==> src/rtl/mips_pkg.sv <==
// Shared MIPS datapath definitions: register index width, the hardwired
// zero register index and the common word/index types.
package mips_pkg;

  localparam int ADDR_W = 5;
  localparam logic [ADDR_W-1:0] ZERO_REG = 5'd0;

  typedef logic [31:0]       word_t;
  typedef logic [ADDR_W-1:0] reg_idx_t;

endpackage

==> src/rtl/mips_reg_file.sv <==
// mips_reg_file: 32-entry MIPS general-purpose register file.
// One synchronous write per cycle, two combinational read ports, $0 hardwired
// to zero, asynchronous active-high reset clearing every register.
// Optional build macro REGFILE_BYPASS_EN: when defined, a write to the index
// being read in the same cycle is forwarded combinationally to that read port.
module mips_reg_file #(
  parameter int N      = 32,
  parameter int ADDR_W = 5
) (
  input  logic              clk,
  input  logic              rst,
  input  logic              RegWrite,
  input  logic [ADDR_W-1:0] WriteReg,
  input  logic [N-1:0]      WriteData,
  input  logic [ADDR_W-1:0] ReadReg1,
  input  logic [ADDR_W-1:0] ReadReg2,
  output logic [N-1:0]      ReadData1,
  output logic [N-1:0]      ReadData2
);
  import mips_pkg::*;

  localparam int DEPTH = 2 ** ADDR_W;

  // Effective write strobe: index 0 is never written, so it also never
  // qualifies for the bypass path.
  logic         w_we;
  logic [N-1:0] w_regs [DEPTH];

  assign w_we = RegWrite && (WriteReg != ADDR_W'(ZERO_REG));

  genvar gi;
  generate
    for (gi = 0; gi < DEPTH; gi++) begin : g_reg
      if (gi == 0) begin : g_zero
        assign w_regs[gi] = '0;
      end else begin : g_store
        logic [N-1:0] r_q;
        // Register gi: cleared by reset, loaded when it is the write target.
        always_ff @(posedge clk or posedge rst) begin
          if (rst) begin
            r_q <= '0;
          end else if (w_we && (WriteReg == ADDR_W'(gi))) begin
            r_q <= WriteData;
          end
        end
        assign w_regs[gi] = r_q;
      end
    end
  endgenerate

  // Two independent read decoders, with optional same-cycle write-through.
  always_comb begin
    ReadData1 = w_regs[ReadReg1];
    ReadData2 = w_regs[ReadReg2];
`ifdef REGFILE_BYPASS_EN
    if (!rst && w_we && (ReadReg1 == WriteReg)) begin
      ReadData1 = WriteData;
    end
    if (!rst && w_we && (ReadReg2 == WriteReg)) begin
      ReadData2 = WriteData;
    end
`endif
  end

endmodule
==> config.mk <==
export PLATFORM = sky130hd
export DESIGN_NAME = mips_reg_file
export DESIGN_NICKNAME = d
export VERILOG_FILES = /design/src/rtl/mips_pkg.sv /design/src/rtl/mips_reg_file.sv
export SDC_FILE = /design/constraint.sdc
export NUM_CORES = 2
export LEC_CHECK = 0
export ABC_AREA = 1
export CORE_AREA = 2 2 327 329
export DETAILED_ROUTE_END_ITERATION = 8
export DIE_AREA = 0 0 329 331
export PLACE_DENSITY = 0.7
export SYNTH_ARGS = -nofsm -noshare
export SYNTH_HDL_FRONTEND = slang
export SYNTH_SLANG_ARGS = --single-unit
==> constraint.sdc <==
create_clock -name clk -period 76.2 [get_ports clk]
set_input_delay 11.43 -clock clk [delete_from_list [all_inputs] [get_ports clk]]
set_output_delay 11.43 -clock clk [all_outputs]
set_load 0.02 [all_outputs]
==> impl_metrics.json <==
{
  "setup_viol": 0,
  "yosys_warnings": 0,
  "cts_tree": "yes",
  "synth_area_um2": 56600,
  "holdBufCountCts": 0,
  "clk_pin_slew_ns": 0.06,
  "largest_registers": "g.g_store.r_q: 992 flops",
  "wl_per_cell_um": 22.6,
  "drive_gt1_share_pct": 3.83,
  "crit_arrival_ns": 16.83,
  "min-delay-start": "g_reg[25].g_store.r_q[29]",
  "finalNetCount": 7960,
  "cp_common_cell": "nand2_1",
  "crit_type": "in -> out",
  "status": "finished, final reports clean",
  "dieArea_um2": 109000,
  "dp_hpwl_mm": 104,
  "synth.avg_cell_area_um2": 6.81,
  "p_leak_nw": 29.9,
  "numCtsBuffers": 109,
  "drt_pass1_iterations": 7,
  "final_max_slew_viol_count": 0,
  "syn_nets": 8369,
  "postCtsSetupBuffers": 0,
  "rsz0062_at_grt": "false",
  "crit_family": "buffers and inverters",
  "slew_headroom_pct": 15.2,
  "fp.coreArea_um2": 105000,
  "fin_util_pct": 57.8,
  "crit_chain": "buf_8 -> inv_8 -> nor2_4 -> buf_4 -> buf_4 -> nand2_1 -> nand3_1 -> nand3_1 -> nand2_1 -> nand2_1 -> nand2_1 -> clkdlybuf4s50_1",
  "area_growth_pct": 7.15,
  "cts_resized": 0,
  "gp_congestion": 0.843,
  "worstPathMaxFanout": 95,
  "cts_max_level": 3,
  "tightest_slew_ns": 1.27,
  "hold_viol": 0,
  "routed_via_density": 6.08,
  "synth_seq_area_share_pct": 43.8,
  "pin_count": 114,
  "drt-total-wl_mm": 212,
  "powerDensity_nw_per_um2": 25.9,
  "max_freq_mhz": 35.4,
  "startpoint": "ReadReg2[0]",
  "holdWs_ns": 0.485,
  "antenna_found_initial": 4,
  "post-route-min-period_ns": 28.26,
  "peakVddDrop_uv": 22.4,
  "grt.total_usage_pct": 38.7,
  "regMostFlops": "g.g_store.r_q",
  "die_h_um": 331,
  "largest_reg_flops": 992,
  "grt-ovfl-total": 0,
  "grt_max_degree": 178,
  "drcViolationCount": 0,
  "r2r-start": "g_reg[1].g_store.r_q[1]",
  "row_count": 119,
  "cts_sinks": 992,
  "clockBufferDepth": 3,
  "insertion_delay_ns": 0.71,
  "worstPathRequired_ns": 64.77,
  "path_buf_inv": 5,
  "initial_utilization_pct": 54.0,
  "cp_slowest_cell": "buf_4",
  "cts_root_buf": "clkbuf_16",
  "synth-seq-cells": 992,
  "worst_path_largest_cell_delay_ns": 0.96,
  "start_kind": "primary input",
  "synth_cells": 8319,
  "max_cap_viol_count": 0,
  "yosys.cell_types.count": 21,
  "ant_nets": 0,
  "end_kind": "output pin",
  "die_x_um": 329,
  "period_share_pct": 37.1,
  "fillers": 10100,
  "io_buffer_count": 113,
  "grt_pass1_wl_mm": 324,
  "finalClockSkew_ns": 0,
  "vias": 57100,
  "drt-initial-drc-count": 7946,
  "grt_pass1_vias": 53800,
  "hp-class": "reg -> reg",
  "setup-tns-final_ns": 0
}
[logic make-up (layout without fill, tap and decap cells)]
logic type	Yosys count	count (layout)	share of synthesized area, %
buf+inv	1415	1094	10.5
flops	992	992	43.8
simple gates	4663	4663	34.6
other cells	0	1	0
compound gates	1249	1249	11.0
[Yosys cell counts]
cell type,n,area [µm²]
dfrtp_1,992,24800
a21oi_1,256,1280
a21boi_2,1,11.3
nor2_4,6,67.6
clkbuf_1,387,1450
nand2_1,2920,11000
buf_2,186,931
nand2_4,9,101
or2_4,2,17.5
buf_1,52,195
inv_1,716,2690
buf_4,25,188
nand3_1,1537,7690
inv_2,5,18.8
nand2_2,18,113
nor2_2,4,25.0
inv_4,1,6.26
nor2_1,167,627
o21ai_1,328,1640
o21ai_0,664,3320
buf_6,43,484
[placed cells by master (no fill, tap or decap), types with 19 or more instances in the layout]
master	synthesis	layout
a21oi_1	256	256
clkbuf_1	387	19
o21ai_0	664	664
clkbuf_16	0	113
nand2_1	2920	2917
nand3_1	1537	1536
clkbuf_8	0	27
o21ai_1	328	328
dfrtp_1	992	992
nand2_4	9	30
buf_4	25	58
inv_1	716	710
clkdlybuf4s50_1	0	103
clkinv_2	0	22
nor2_1	167	167
[area by class of cell]
cell class	instances	area, µm²	area share [%]
flip-flops and latches	992	24800	40.9
clock inverters	40	473	0.779
clock buffers	159	3270	5.39
inverters	722	2760	4.55
diodes	1	2.50	0.00412
repair buffers	173	1640	2.70
well taps	1391	1740	2.87
multi-input cells	5912	26000	42.8
[where the power goes]
part / total, W / switching [W] / internal (W)
Combinational: 0.000331 / 0.000218 / 0.000113
Clock: 0.000556 / 0.000227 / 0.000330
Sequential: 0.000688 / 0.0000631 / 0.000625
Total: 0.00157 / 0.000507 / 0.00107
[layer usage]
| metal | share of wire [%] | up-vias | GRT usage, % |
|---|---|---|---|
| li1 | - | 25700 | - |
| met5 | 0.0047 | - | 0 |
| met3 | 13 | 796 | 8.54 |
| met2 | 42 | 3835 | 58.5 |
| met4 | 5.4 | 2 | 18.4 |
| met1 | 39 | 26700 | 53.1 |
[metrics by stage]
step | std cells | total power (W) | instance area, µm² | setup slack [ns]
floorplan | 8319 | 0.000927 | 56600 | 36.86
global placement | 9190 | 0.00101 | 57000 | 48.26
detailed placement | 9190 | 0.00102 | 57000 | 48.24
CTS | 9389 | 0.00157 | 60700 | 48.25
global route | 9390 | 0.00166 | 60700 | 47.87
finish | 9390 | 0.00157 | 60700 | 47.94
[worst min-delay path, stage by stage (launching register included)]
cell and delay, ns:
dfrtp_1 0.34, nand2_1 0.05, o21ai_0 0.06
[path summary, 6_finish.rpt]
kind | endpoint | slack [ns] | depth (start not counted)
worst min register to register | g_reg[25].g_store.r_q[29] | 0.48 | 2
max in group asynchronous | g_reg[18].g_store.r_q[15] | 60.73 | 6
worst max register to register | g_reg[1].g_store.r_q[1] | 75.42 | 2
worst min-delay path | g_reg[25].g_store.r_q[29] | 0.48 | 2
min in group asynchronous | g_reg[2].g_store.r_q[31] | 11.23 | 2
worst max-delay path | ReadData2[11] | 47.94 | 12
Note: power is estimated with default switching activity, not from simulation.
